File: config.mk
export PLATFORM = sky130hd
export DESIGN_NAME = control_sequencer
export DESIGN_NICKNAME = d
export VERILOG_FILES = /design/src/rtl/control_sequencer.sv
export SDC_FILE = /design/constraint.sdc
export NUM_CORES = 1
export LEC_CHECK = 0
export ABC_CLOCK_PERIOD_IN_PS = 1750
export BUFFER_PORTS_ARGS = -buffer_cell sky130_fd_sc_hd__buf_2
export CORE_AREA = 10 10 47 49
export CTS_BUF_LIST = sky130_fd_sc_hd__clkbuf_8
export DETAILED_ROUTE_END_ITERATION = 8
export DIE_AREA = 0 0 57 59
export GPL_ROUTABILITY_DRIVEN = 0
export PLACE_DENSITY = 0.75
export SYNTH_ARGS = -nofsm -noshare
export SYNTH_HDL_FRONTEND = slang
export SYNTH_SLANG_ARGS = --single-unit
File: constraint.sdc
create_clock -name clk -period 1.75 [get_ports clk]
set_input_delay 0.2625 -clock clk [delete_from_list [all_inputs] [get_ports clk]]
set_output_delay 0.2625 -clock clk [all_outputs]
set_load 0.05 [all_outputs]
File: src/rtl/control_sequencer.sv
// Five-step microcode sequencer; conditional jumps JC/JZ enabled by SEQ_COND_JUMP_EN.
// Latency: controls decode combinationally from the current step; step/halted update on posedge clk.
// Backpressure: run=0 or halted freezes step and zeroes every control output.
module control_sequencer #(
   parameter int IR_WIDTH = 8
) (
   input  logic                clk,
   input  logic                reset,
   input  logic                run,
   input  logic [IR_WIDTH-1:0] ir_in,
   input  logic                flag_c,
   input  logic                flag_z,
   output logic [2:0]          step,
   output logic                pc_enable,
   output logic                pc_load,
   output logic                pc_out,
   output logic                mar_load,
   output logic                ram_read,
   output logic                ram_write,
   output logic                ir_load,
   output logic                ir_out,
   output logic                a_load,
   output logic                a_out,
   output logic                b_load,
   output logic                alu_out,
   output logic                alu_sub,
   output logic                flags_load,
   output logic                out_load,
   output logic                halted
);

   localparam logic [3:0] OP_LDA = 4'h1;
   localparam logic [3:0] OP_ADD = 4'h2;
   localparam logic [3:0] OP_SUB = 4'h3;
   localparam logic [3:0] OP_STA = 4'h4;
   localparam logic [3:0] OP_LDI = 4'h5;
   localparam logic [3:0] OP_JMP = 4'h6;
   localparam logic [3:0] OP_JC  = 4'h7;
   localparam logic [3:0] OP_JZ  = 4'h8;
   localparam logic [3:0] OP_OUT = 4'hE;
   localparam logic [3:0] OP_HLT = 4'hF;

   logic [3:0] opcode;
   logic [2:0] step_nxt;
   logic       halted_nxt;
   logic       active;
   logic       unused_ir;

   assign opcode    = ir_in[IR_WIDTH-1 -: 4];
   assign unused_ir = ^ir_in[IR_WIDTH-5:0];
   // reset gates the decode too, so controls drop the instant reset rises
   assign active    = !reset && run && !halted;

`ifdef SEQ_COND_JUMP_EN
   logic jc_take;
   logic jz_take;
   assign jc_take = (opcode == OP_JC) && flag_c;
   assign jz_take = (opcode == OP_JZ) && flag_z;
`else
   logic unused_flags;
   assign unused_flags = flag_c ^ flag_z ^ (opcode == OP_JC) ^ (opcode == OP_JZ);
`endif

   always_ff @(posedge clk or posedge reset) begin
      if (reset) begin
         step   <= 3'd0;
         halted <= 1'b0;
      end else begin
         step   <= step_nxt;
         halted <= halted_nxt;
      end
   end

   always_comb begin
      step_nxt   = step;
      halted_nxt = halted;
      if (run && !halted) begin
         if (step > 3'd4) begin
            step_nxt = 3'd0;
         end else if (step == 3'd2 && opcode == OP_HLT) begin
            halted_nxt = 1'b1;
         end else if (step == 3'd4) begin
            step_nxt = 3'd0;
         end else begin
            step_nxt = step + 3'd1;
         end
      end
   end

   always_comb begin
      pc_enable  = 1'b0;
      pc_load    = 1'b0;
      pc_out     = 1'b0;
      mar_load   = 1'b0;
      ram_read   = 1'b0;
      ram_write  = 1'b0;
      ir_load    = 1'b0;
      ir_out     = 1'b0;
      a_load     = 1'b0;
      a_out      = 1'b0;
      b_load     = 1'b0;
      alu_out    = 1'b0;
      alu_sub    = 1'b0;
      flags_load = 1'b0;
      out_load   = 1'b0;
      if (active) begin
         case (step)
            3'd0: begin
               pc_out   = 1'b1;
               mar_load = 1'b1;
            end
            3'd1: begin
               ram_read  = 1'b1;
               ir_load   = 1'b1;
               pc_enable = 1'b1;
            end
            3'd2: begin
               case (opcode)
                  OP_LDA, OP_ADD, OP_SUB, OP_STA: begin
                     ir_out   = 1'b1;
                     mar_load = 1'b1;
                  end
                  OP_LDI: begin
                     ir_out = 1'b1;
                     a_load = 1'b1;
                  end
                  OP_JMP: begin
                     ir_out  = 1'b1;
                     pc_load = 1'b1;
                  end
                  OP_OUT: begin
                     a_out    = 1'b1;
                     out_load = 1'b1;
                  end
                  default: begin
`ifdef SEQ_COND_JUMP_EN
                     if (jc_take || jz_take) begin
                        ir_out  = 1'b1;
                        pc_load = 1'b1;
                     end
`endif
                  end
               endcase
            end
            3'd3: begin
               case (opcode)
                  OP_LDA: begin
                     ram_read = 1'b1;
                     a_load   = 1'b1;
                  end
                  OP_ADD, OP_SUB: begin
                     ram_read = 1'b1;
                     b_load   = 1'b1;
                  end
                  OP_STA: begin
                     a_out     = 1'b1;
                     ram_write = 1'b1;
                  end
                  default: ;
               endcase
            end
            3'd4: begin
               if (opcode == OP_ADD || opcode == OP_SUB) begin
                  alu_out    = 1'b1;
                  a_load     = 1'b1;
                  flags_load = 1'b1;
                  alu_sub    = (opcode == OP_SUB);
               end
            end
            default: ;
         endcase
      end
   end

endmodule

Word level (Yosys, flattened, before mapping)
Index checks and enable logic that the tools add are counted.
{ "totals": {"register_bits": 4, "output_inout_bits": 19} }
{ "classes": {"add_sub_neg": 1, "order_cmp": 1, "n_eq_ne": 13, "n_mux": 40, "bitwise": 1, "n_reduce_logical": 14} }
{ "op_table": {"columns": ["operator", "n"], "rows": [
  ["$mux W1", 33],
  ["$eq A4 B3 Y1 const B", 3],
  ["$mux W3", 3],
  ["$eq A4 B2 Y1 const B", 2],
  ["$eq A4 B4 Y1 const B", 2],
  ["$eq A3 B2 Y1 const B", 2],
  ["$pmux W1 S2", 3],
  ["$reduce_or A6 Y1", 1],
  ["$eq A4 B1 Y1 const B", 1],
  ["$logic_and A1 B1 Y1", 4],
  ["$reduce_or A4 Y1", 1],
  ["$add A3 B1 Y3 const B", 1],
  ["$eq A3 B1 Y1 const B", 1],
  ["$eq A3 B3 Y1 const B", 1],
  ["$gt A3 B3 Y1 const B", 1],
  ["$logic_not A3 Y1", 1],
  ["$pmux W1 S3", 1],
  ["$reduce_and A3 Y1", 1],
  ["$reduce_or A3 Y1", 1],
  ["$logic_not A1 Y1", 2],
  ["$ne A2 B2 Y1 const B", 1],
  ["$reduce_and A2 Y1", 1],
  ["$reduce_or A2 Y1", 1],
  ["$logic_or A1 B1 Y1", 1],
  ["$not A1 Y1", 1]
]} }

Depth between registers and ports, before layout
Gate-level depths: netlist (run 1).
{ "depth": {"depth_word": 5, "ltp_mapped": 6} }

Least setup slack after synthesis (run 1)
OpenSTA, ideal clock, no wires.
{ "synth_path": {"path_kind": "reg2out", "from": "reg step[0]", "to": "out mar_load", "t_arrival_ps": 2739, "required_time_ps": 1487, "path_slack_ps": -1251, "stages_incl_launch_ff": 6, "path_cell_list": "dfrtp_1 > inv_1 > ha_1 > nor3b_1 > a31oi_1 > nor4_1"} }
{ "synth_via": {"elab_chain_len": 3} }
{ "synth_rtl": {"columns": ["element", "line", "rtl"], "rows": [
  ["from (decl)", "13", "output logic [2:0] step,"],
  ["from (signal assigned)", "69", "step <= step_nxt;"],
  ["$eq A3 B2 Y1 or $logic_not A3 Y1 (tied branches)", "107", "case (step)"],
  ["$pmux W1 S2 (*)", "107", null],
  ["$mux W1 (*)", "106", "if (active) begin"],
  ["to (decl)", "17", "output logic mar_load,"]
]} }
Mark *: on every way between the ends. The rest lies on a longest branch, timed or not.

Final worst setup path (run 1)
{ "layout_path": {"from": "reg step[0]", "to": "out a_load"} }
{ "layout_via": {"elab_chain_len": 3} }
{ "layout_rtl": {"columns": ["element", "line", "rtl"], "rows": [
  ["$eq A3 B3 Y1 or $eq A3 B2 Y1 (tied branches)", "107", null],
  ["$pmux W1 S3 (*)", "107", null],
  ["$mux W1 (*)", "106", null],
  ["to (decl)", "22", "output logic a_load,"]
]} }
Marked as above.

==> impl_metrics.csv, run 1 <==
group,metric,value,unit
synth,synth_ff_type,"sky130_fd_sc_hd__dfrtp_1",
timing,timing.fmax,486,MHz
synth,syn_area_per_cell,8.29,um^2
clock_network,tritoncts,"yes",
timing,setup_tns,-2250,ps
die,die_w,57,um
run_status,run_status,"finished, violations left",
pwr,total_power,1530,uW
clock_network,tritoncts_num_sinks,4,
pwr,leakagePower,0.000547,uW
grt,first_global_vias,725,
timing,setup_viol_count_final,12,
timing,worst_pin_slew,302,ps
clock_network,cts_root_buf,"sky130_fd_sc_hd__clkbuf_8",
timing,final_critical_path_setup_slack,-306,ps
worst_hold_path,min-delay-path-class,"in -> reg",
pwr,power_density,1270,nW/um^2
synth,ys_types,32,
synth,synth-async-reset-ratio,100,%
critical_path,worstSetupPathType,"reg -> out",
timing,clock-skew-final,2.33,ps
layout,antenna-diode-count,0,
grt,grt_first_pass_wirelength,3.35,mm
routing,dr_total_vias,667,
flow_run,max-cap-violations,0,
synth,synth-warning-count,0,
layout,layout_stage_area_growth_over_the_synthesis_result,117,%
die,initial_utilization,39.6,%
synth,netlist_area,556,um^2
grt,grt_max_degree,9,
critical_path,arrival,1790,ps
timing,slew-limit-headroom,79.8,%
routing,final_antenna_net_count,0,
routing,drt_total_wl,2.27,mm
grt,antenna_found_initial,0,
clock_network,h_tree_depth_reported_by_cts,1,
synth,post_synth_inst_count,67,
timing,final-hold-violation-count,0,
layout,drive_gt1_share,79.1,%
timing,final_min_period_over_clock_period,118,%
pwr,vdd_ir_drop_max,0.982,mV
run_status,violations,"negative setup slack",
routing,dr.first_iter.drc_count,6,
placed_design,placement.setup.worst_slack,-120,ps
die,number_of_top_level_pins,32,
grt,globalRoute.totalOverflow,0,
synth,synth-edff-count,0,
grt,grt_usage,12.0,%
synth,ys_seq_elements,4,
synth,yosysSeqAreaShare,18.0,%
clock_network,number_of_buffers_inserted_during_clock_tree_synthesis,3,
layout,design.final.nets,130,
routing,detail_route.drc_violations,0,
routing,detail_route.wl_per_cell,18.0,um
die,num_rows,14,
critical_path,critical_path.startpoint_type,"flip-flop",
critical_path,worst_setup_path_end_kind,"primary output",
placed_design,portBuffers,25,
routing,detailedRoute.firstPassIterationCount,3,
die,core_region_area,1400,um^2
synth,synth.net_count,85,
timing,holdWs,432,ps
placed_design,dp.final_hpwl,1.48,mm
clock_network,clk_latency,210,ps
critical_path,worst-endpoint-required,1490,ps
timing,post-route-min-period,2060,ps
timing,final_max_slew_viol_count,0,
die,die-area,3360,um^2
critical_path,worst-path-max-fanout,4,
clock_network,clockBufferDepth,2,
die,die_height,59,um
clock_network,clkSlewWorstSetupHoldPaths,30,ps
timing,setup_repair_after_global_routing_missed_its_margin,"yes",
routing,routed_via_density,5.29,
layout,postLayoutCoreUtil,86.1,%
==> metrics by stage <==
stage	std cells	instance area, um^2
after global routing	126	1210
after global placement	120	926
after floorplan	67	706
after detailed placement	120	926
after CTS	125	1150
final	126	1210
==> cell usage after synthesis, types with 2 or more instances <==
cell type,number,share of area (%)
sky130_fd_sc_hd__and2_1,3,3.4
sky130_fd_sc_hd__buf_4,4,5.4
sky130_fd_sc_hd__buf_6,2,4.1
sky130_fd_sc_hd__dfrtp_1,4,18
sky130_fd_sc_hd__ha_1,5,11
sky130_fd_sc_hd__inv_1,4,2.7
sky130_fd_sc_hd__mux2_2,3,6.1
sky130_fd_sc_hd__nand2_1,5,3.4
sky130_fd_sc_hd__nand2b_1,2,2.3
sky130_fd_sc_hd__nand3_1,2,1.8
sky130_fd_sc_hd__nor2_1,7,4.7
sky130_fd_sc_hd__nor3_1,4,3.6
sky130_fd_sc_hd__nor4_1,2,2.3
sky130_fd_sc_hd__or3_1,2,2.3
==> routing by layer <==
metal	track usage [%]	share of wire (%)
met4	3.02	0.84
met3	3.43	4.8
met5	0	0
met1	11.4	36
met2	24.2	58
==> path summary, 6_finish.rpt <==
kind / startpoint / end / slack, ps / cells after the start
hold reg to reg: step[2]$_DFFE_PP0P_ / step[1]$_DFFE_PP0P_ / 610 / 3
setup / recovery: step[0]$_DFFE_PP0P_ / a_load / -310 / 6
max in group asynchronous: reset / step[0]$_DFFE_PP0P_ / 1010 / 3
setup reg to reg: step[0]$_DFFE_PP0P_ / step[2]$_DFFE_PP0P_ / 50 / 6
hold / removal: run / halted$_DFFE_PP0P_ / 430 / 3
min in group asynchronous: reset / step[2]$_DFFE_PP0P_ / 550 / 3
==> what timing repair did <==
action | in CTS | in global routing
pin swaps | 4 | 7
hold buffers | 1 | 0
buffers inserted | 1 | 1
gates resized for setup | 44 | 12
hold endpoints to repair | 4 | 0
endpoints found under the setup margin | 17 | 17
cloned | 0 | 0
==> critical path, cell delays in order, from the launching register on <==
cell                       delay [ps]
sky130_fd_sc_hd__dfrtp_4          500
sky130_fd_sc_hd__inv_4             90
sky130_fd_sc_hd__ha_4             130
sky130_fd_sc_hd__nand2_2           60
sky130_fd_sc_hd__or3_1            370
sky130_fd_sc_hd__a211oi_2         250
sky130_fd_sc_hd__buf_6            190
==> logic make-up (layout without fill, tap and decap cells) <==
group	Yosys count	after routing	synth area share [%]
buffers and inverters	10	53	12.2
adder cells (fa/ha/maj)	5	5	11.3
flip-flops	4	4	18.0
multiplexers	4	4	7.88
AND/OR/NAND/NOR	36	36	40.3
AO/OA/AOI/OAI	8	8	10.4
==> layout by cell type, fill, tap and decap left out, types with 2 or more instances in the layout <==
cell                       count
sky130_fd_sc_hd__nor2_1        5
sky130_fd_sc_hd__ha_4          4
sky130_fd_sc_hd__nor2_4        2
sky130_fd_sc_hd__inv_2         2
sky130_fd_sc_hd__buf_2        10
sky130_fd_sc_hd__buf_6        12
sky130_fd_sc_hd__clkbuf_8      3
sky130_fd_sc_hd__buf_4        17
sky130_fd_sc_hd__nor4_4        3
sky130_fd_sc_hd__dfrtp_2       3
sky130_fd_sc_hd__or3_1         2
sky130_fd_sc_hd__nor3_4        4
sky130_fd_sc_hd__mux2_2        2
sky130_fd_sc_hd__nand2_1       4
sky130_fd_sc_hd__buf_8         6
sky130_fd_sc_hd__and2_4        3
==> area by class of cell <==
type / count / area [um^2]
sequential: 4 / 108
fill: 75 / 195
tap: 16 / 20.0
timing repair buffer: 46 / 413
clock buffer: 3 / 41.3
inverter: 4 / 17.5
multi-input combinational: 53 / 607
==> power by group <==
part / internal, uW / switching [uW] / total [uW] / leakage [uW]
Sequential: 149 / 67.1 / 216 / 0.0000453
Combinational: 492 / 638 / 1130 / 0.000480
Clock: 146 / 41.0 / 187 / 0.0000216
Total: 787 / 746 / 1530 / 0.000547
==> state kept, by name, indices dropped and copies added, names as in the netlist <==
register,flops
step,3
halted,1
Note: power is estimated with default switching activity, not from simulation.
==> run 2, diff against run 1 <==
--- a/config.mk
+++ b/config.mk
@@ -7,2 +7,3 @@
 export LEC_CHECK = 0
+export ABC_AREA = 1
 export ABC_CLOCK_PERIOD_IN_PS = 1750
@@ -14,3 +15,3 @@
 export GPL_ROUTABILITY_DRIVEN = 0
-export PLACE_DENSITY = 0.75
+export PLACE_DENSITY = 0.74
 export SYNTH_ARGS = -nofsm -noshare
==> constraint.sdc (replaced) <==
create_clock -name clk -period 1.75 [get_ports clk]
set_input_delay 0.0875 -clock clk [delete_from_list [all_inputs] [get_ports clk]]
set_output_delay 0.0875 -clock clk [all_outputs]
set_load 0.05 [all_outputs]
==> impl_metrics.csv, run 2 <==
group,metric,value,unit
clock_network,cts_root_buf,"sky130_fd_sc_hd__clkbuf_8",
critical_path,critical-path-top-cell-by-count,"sky130_fd_sc_hd__nand2_1",
layout,design.final.nets,139,
synth,ys_types,19,
die,number_of_top_level_pins,32,
critical_path,arrival,1580,ps
critical_path,worst_r2r_startpoint,"step[1]$_DFFE_PP0P_",
flow_run,max-cap-violations,0,
grt,antenna_found_initial,0,
timing,timing.fmax,600,MHz
routing,dr.first_iter.drc_count,17,
worst_hold_path,hold-path-cell-count,5,
grt,first_global_vias,623,
die,die-area,3360,um^2
synth,yosysSeqAreaShare,18.4,%
synth,post-synth-top-count-cell,"sky130_fd_sc_hd__nand2_1",
critical_path,r2r_slack,360,ps
timing,setup_tns,0,ps
layout,largestRegisters,"step x3, halted x1",
routing,final_antenna_net_count,0,
layout,drive_gt1_share,52.9,%
worst_hold_path,hold_path.startpoint,"ir_in[6]",
layout,final-instance-count-excl-fill,135,
critical_path,critical_path.startpoint_type,"flip-flop",
clock_network,clkSlewWorstSetupHoldPaths,30,ps
grt,grt_usage,9.57,%
routing,detailedRoute.firstPassIterationCount,4,
die,die_height,59,um
placed_design,dp.final_hpwl,1.28,mm
timing,slew-limit-headroom,78.9,%
critical_path,worst-path-max-fanout,5,
routing,dr_total_vias,648,
synth,synth-warning-count,0,
clock_network,clk_latency,220,ps
placed_design,portBuffers,25,
synth,post_synth_inst_count,87,
grt,globalRoute.totalOverflow,0,
timing,final_max_slew_viol_count,0,
die,initial_utilization,38.8,%
die,die_w,57,um
timing,final-hold-violation-count,0,
synth,netlist.area_leader.share,18.4,%
timing,post-route-min-period,1670,ps
grt,grt_max_degree,9,
timing,setup_repair_after_global_routing_missed_its_margin,"yes",
worst_hold_path,worstHoldEndpoint,"halted$_DFFE_PP0P_",
synth,synth.largest_area_cell,"sky130_fd_sc_hd__dfrtp_1",
timing,setup_viol_count_final,0,
synth,ys_seq_elements,4,
synth,synth.area.top_cells,"sky130_fd_sc_hd__dfrtp_1 18%, sky130_fd_sc_hd__nand2_1 14%, sky130_fd_sc_hd__ha_1 11%",
layout,largest_register,"step",
synth,synth.net_count,105,
critical_path,worst-endpoint-required,1660,ps
synth,netlist_area,544,um^2
routing,detail_route.drc_violations,0,
critical_path,timing.rr.end,"step[2]$_DFFE_PP0P_",
synth,ys_top_cells_by_count,"20 x sky130_fd_sc_hd__nand2_1, 16 x sky130_fd_sc_hd__nor2_1, 10 x sky130_fd_sc_hd__inv_1",
routing,routed_via_density,4.80,
routing,drt_total_wl,1.59,mm
synth,synth_ff_type,"sky130_fd_sc_hd__dfrtp_1",
timing,worst_pin_slew,313,ps
pwr,leakagePower,0.000464,uW
synth,syn_area_per_cell,6.26,um^2
pwr,power_density,1270,nW/um^2
clock_network,tritoncts,"yes",
layout,layout_stage_area_growth_over_the_synthesis_result,65.5,%
grt,grt_first_pass_wirelength,2.68,mm
run_status,run_status,"finished clean",
synth,synth-async-reset-ratio,100,%
clock_network,clockBufferDepth,2,
timing,final_min_period_over_clock_period,95.3,%
layout,antenna-diode-count,0,
critical_path,cpMaxStageDelayCell,"sky130_fd_sc_hd__dfrtp_2",
layout,commonest_cells_after_routing_fill_and_taps_aside,"20 x sky130_fd_sc_hd__nand2_1, 20 x sky130_fd_sc_hd__buf_2, 9 x sky130_fd_sc_hd__nor2_1",
clock_network,h_tree_depth_reported_by_cts,1,
critical_path,crit_chain,"inv_1 -> ha_2 -> nand2_1 -> inv_2 -> nand3_4 -> nand2_1 -> nor2_1 -> nor2_4 -> buf_8",
critical_path,reg2reg_depth,4,
placed_design,placedCellCount,126,
pwr,vdd_ir_drop_max,0.856,mV
critical_path,worst_setup_path_end_kind,"primary output",
critical_path,cpLargestDelayFamily,"flip-flops",
clock_network,number_of_buffers_inserted_during_clock_tree_synthesis,3,
timing,clock-skew-final,2.25,ps
die,num_rows,14,
worst_hold_path,min-delay-path-class,"in -> reg",
clock_network,tritoncts_num_sinks,4,
die,core_region_area,1400,um^2
critical_path,worst-path-buf-inv,3,
routing,detail_route.wl_per_cell,11.8,um
layout,largest_register_ff_count,3,
critical_path,crit_path_max_incr_delay,430,ps
synth,synth-edff-count,0,
critical_path,worstSetupPathType,"reg -> out",
[run 2: changes by cell type after synthesis, sizes merged, moves of 2 or more]
| cell | before | now |
|---|---|---|
| a21oi | 0 | 2 |
| and2 | 3 | 0 |
| buf | 6 | 2 |
| inv | 4 | 13 |
| mux2 | 3 | 0 |
| nand2 | 5 | 23 |
| nand2b | 3 | 0 |
| nand3 | 2 | 8 |
| nand4 | 0 | 2 |
| nor2 | 7 | 19 |
| nor3 | 4 | 2 |
| nor4 | 3 | 0 |
| o21ai | 2 | 5 |
| or3 | 2 | 0 |
[run 2: worst max-delay path by stage]
stage                              startpoint         end  slack (ps)  cells after the start
after detailed placement  step[0]$_DFFE_PP0P_      a_load          80                      9
after CTS                 step[0]$_DFFE_PP0P_      a_load          20                      9
after global placement    step[0]$_DFFE_PP0P_      a_load         110                      9
final                     step[1]$_DFFE_PP0P_      a_load          80                      9
after global routing      step[1]$_DFFE_PP0P_      a_load          -5                      9
after floorplan           step[0]$_DFFE_PP0P_  flags_load         -50                      7
[run 2: timing repair]
item	CTS	global route
pin swaps	1	1
buffers inserted	2	3
setup endpoints to repair	6	8
hold buffers	1	0
hold endpoints to repair	4	0
gates resized for setup	9	10
[run 2: kinds of logic after synthesis]
| logic type | after synthesis | share of synthesized area, % |
|---|---|---|
| compound gates | 8 | 8.51 |
| fa+ha+maj | 5 | 11.5 |
| buf+inv | 15 | 11.7 |
| flops | 4 | 18.4 |
| simple gates | 55 | 49.9 |
[run 2: area by class of cell]
cell class | count | area (um^2)
Clock buffer | 3 | 41.3
Fill cell | 134 | 500
Sequential cell | 4 | 103
Inverter | 13 | 53.8
Timing Repair Buffer | 31 | 200
Multi-Input combinational cell | 68 | 483
Tap cell | 16 | 20.0
[run 2: tightest hold or removal path: cells and delay by family]
kind / cells / cell delay (ps)
AOI/OAI and AO/OA: 1 / 60
and+or+nand+nor: 3 / 210
buffers and inverters: 1 / 120
[run 2: metrics by stage]
step | setup slack [ps] | instance area, um^2 | hold slack, ps | total power (uW) | util (%)
finish | 82.9 | 901 | 309 | 1150 | 64.3
global route | -5.22 | 901 | 334 | 1250 | 64.3
CTS | 16.3 | 843 | 311 | 1090 | 60.2
detailed placement | 77.4 | 749 | 3.69 | 838 | 53.5
global placement | 114 | 749 | 3.17 | 825 | 53.5
floorplan | -48.8 | 619 | -147 | 706 | -
[run 2: layer usage]
metal	wire [um]	track usage [%]
met5	0	0
met4	24	4.03
met3	117	3.65
met2	838	16.4
met1	609	10.3
[run 2: where the power goes]
group	total, uW	leakage, uW	switching (uW)	internal [uW]
clock	196	0.0000216	49.5	147
sequential	187	0.0000489	52.9	135
combinational	764	0.000394	514	250
total	1150	0.000464	617	531
==> run 3, diff against run 2 <==
BUFFER_PORTS_ARGS = unset   (was -buffer_cell sky130_fd_sc_hd__buf_2)
DONT_BUFFER_PORTS = 1   (was unset)
PLACE_DENSITY = 0.53   (was 0.74)
==> impl_metrics.csv, run 3 (synthesis results as in run 2) <==
group,metric,value,unit
run_status,run_status,"finished clean",
routing,final_antenna_net_count,0,
timing,timing.fmax,603,MHz
grt,globalRoute.totalOverflow,0,
pwr,power_switching_share,52.4,%
die,die_height,59,um
grt,grt_max_degree,9,
timing,final_min_period_over_clock_period,94.8,%
layout,mostFrequentLayoutCell,"sky130_fd_sc_hd__nand2_1",
grt,antenna_found_initial,0,
pwr,power.sequential.fraction,15.7,%
placed_design,placedCellCount,116,
placed_design,dp.final_hpwl,1.23,mm
critical_path,cpLargestDelayFamily,"buffers and inverters",
critical_path,worstSetupPathType,"reg -> out",
grt,grt_usage,9.04,%
layout,commonest_cells_after_routing_fill_and_taps_aside,"20 x sky130_fd_sc_hd__nand2_1, 10 x sky130_fd_sc_hd__buf_12, 8 x sky130_fd_sc_hd__inv_1, 8 x sky130_fd_sc_hd__nor2_1",
worst_hold_path,min-delay-path-class,"in -> reg",
die,core_region_area,1400,um^2
layout,drive_gt1_share,48.1,%
pwr,power_frac_clock,16.6,%
routing,detail_route.wl_per_cell,12.3,um
timing,clock-skew-final,1.15,ps
layout,largestRegisters,"step x3, halted x1",
placed_design,portBuffers,0,
timing,setup_viol_count_final,0,
pwr,total_power,1160,uW
timing,final_max_slew_viol_count,0,
layout,largest_register,"step",
routing,dr.first_iter.drc_count,11,
timing,post-route-min-period,1660,ps
placed_design,post_dp_cell_area,862,um^2
clock_network,clk_latency,220,ps
critical_path,crit_chain,"buf_4 -> buf_4 -> ha_1 -> nand2_1 -> nor2_4 -> buf_12",
flow_run,max-cap-violations,0,
critical_path,critical-path-top-cell-by-count,"sky130_fd_sc_hd__buf_4",
critical_path,worst-endpoint-required,1660,ps
critical_path,worst-path-max-fanout,4,
pwr,power_dissipated_by_switching_net_loads,605,uW
routing,drt_total_wl,1.50,mm
layout,final-instance-count-excl-fill,122,
timing,setup_tns,0,ps
timing,final-hold-violation-count,0,
layout,layout_stage_area_growth_over_the_synthesis_result,77.0,%
routing,detail_route.drc_violations,0,
pwr,power_density,1200,nW/um^2
clock_network,number_of_buffers_inserted_during_clock_tree_synthesis,3,
routing,routed_via_density,4.80,
layout,antenna-diode-count,0,
grt,grt_first_pass_wirelength,2.47,mm
clock_network,tritoncts_num_sinks,4,
critical_path,worst_setup_path_end_kind,"primary output",
critical_path,cpMaxStageDelayCell,"sky130_fd_sc_hd__dfrtp_2",
pwr,internal_power_of_the_cells,550,uW
pwr,combinationalPowerShare,67.7,%
critical_path,crit_path_max_incr_delay,420,ps
die,num_rows,14,
timing,slew-limit-headroom,73.8,%
die,die-area,3360,um^2
layout,final_cell_area_excluding_filler_cells,963,um^2
clock_network,tritoncts,"yes",
layout,design.final.nets,126,
grt,first_global_vias,578,
pwr,leakagePower,0.000433,uW
routing,dr_total_vias,586,
die,die_w,57,um
layout,postLayoutCoreUtil,68.8,%
die,number_of_top_level_pins,32,
timing,setup_repair_after_global_routing_missed_its_margin,"no",
layout,largest_register_ff_count,3,
clock_network,h_tree_depth_reported_by_cts,1,
timing,worst_pin_slew,392,ps
clock_network,clockBufferDepth,2,
clock_network,cts_root_buf,"sky130_fd_sc_hd__clkbuf_8",
pwr,vdd_ir_drop_max,0.737,mV
critical_path,worst-path-buf-inv,3,
clock_network,clkSlewWorstSetupHoldPaths,30,ps
critical_path,arrival,1570,ps
die,initial_utilization,38.8,%
routing,detailedRoute.firstPassIterationCount,4,
critical_path,critical_path.startpoint_type,"flip-flop",
==> run 3: layer usage <==
metal	GRT usage, %	up-vias	share of wire (%)
met5	0	-	0
met4	7.05	0	2.7
met3	3.43	4	7.8
met2	16.4	15	52
met1	7.86	256	37
li1	-	311	-
==> run 3: tightest hold or removal path, delay by kind of cell <==
kind / cells / cell delay, ps
AOI/OAI and AO/OA: 1 / 60
and+or+nand+nor: 3 / 190
==> run 3: final timing paths <==
path                            cells past startpoint                start             endpoint  slack [ps]
max in group asynchronous                           2                reset  step[1]$_DFFE_PP0P_        1370
worst max-delay path                                6  step[0]$_DFFE_PP0P_              ir_load          90
worst min register to register                      2  step[1]$_DFFE_PP0P_  step[1]$_DFFE_PP0P_         570
min in group asynchronous                           2                reset   halted$_DFFE_PP0P_         210
worst max register to register                      4  step[0]$_DFFE_PP0P_  step[2]$_DFFE_PP0P_         340
worst min-delay path                                4             ir_in[6]   halted$_DFFE_PP0P_         170
==> run 3: power by group through the flow <==
| stage | Combinational (uW) | Clock, uW | Sequential, uW |
|---|---|---|---|
| final | 782 | 192 | 182 |
| after CTS | 753 | 197 | 177 |
| after global routing | 839 | 209 | 188 |
| after global placement | 690 | 0 | 181 |
| after detailed placement | 702 | 0 | 183 |
| after floorplan | 393 | 0 | 313 |
==> run 3: stage by stage <==
stage / setup WS [ps] / hold slack, ps
2_1_floorplan: -48.8 / -147
3_3_place_gp: 199 / -132
3_5_place_dp: 182 / -131
4_1_cts: 5.67 / 174
5_1_grt: 1.67 / 187
6_report: 91.0 / 169
==> run 3: what timing repair did <==
| item | CTS | global route |
|---|---|---|
| pin swaps | 2 | 2 |
| gates resized for setup | 3 | 7 |
| hold buffers | 1 | 0 |
| setup endpoints to repair | 3 | 4 |
| endpoints found under the hold margin | 4 | 0 |
| setup buffers | 2 | 0 |
==> run 3: area by class of cell <==
| class | count | area, um^2 |
|---|---|---|
| clock buffer | 3 | 41.3 |
| sequential | 4 | 103 |
| multi-input combinational | 68 | 485 |
| timing repair buffer | 18 | 263 |
| fill | 117 | 438 |
| tap | 16 | 20.0 |
| inverter | 13 | 51.3 |
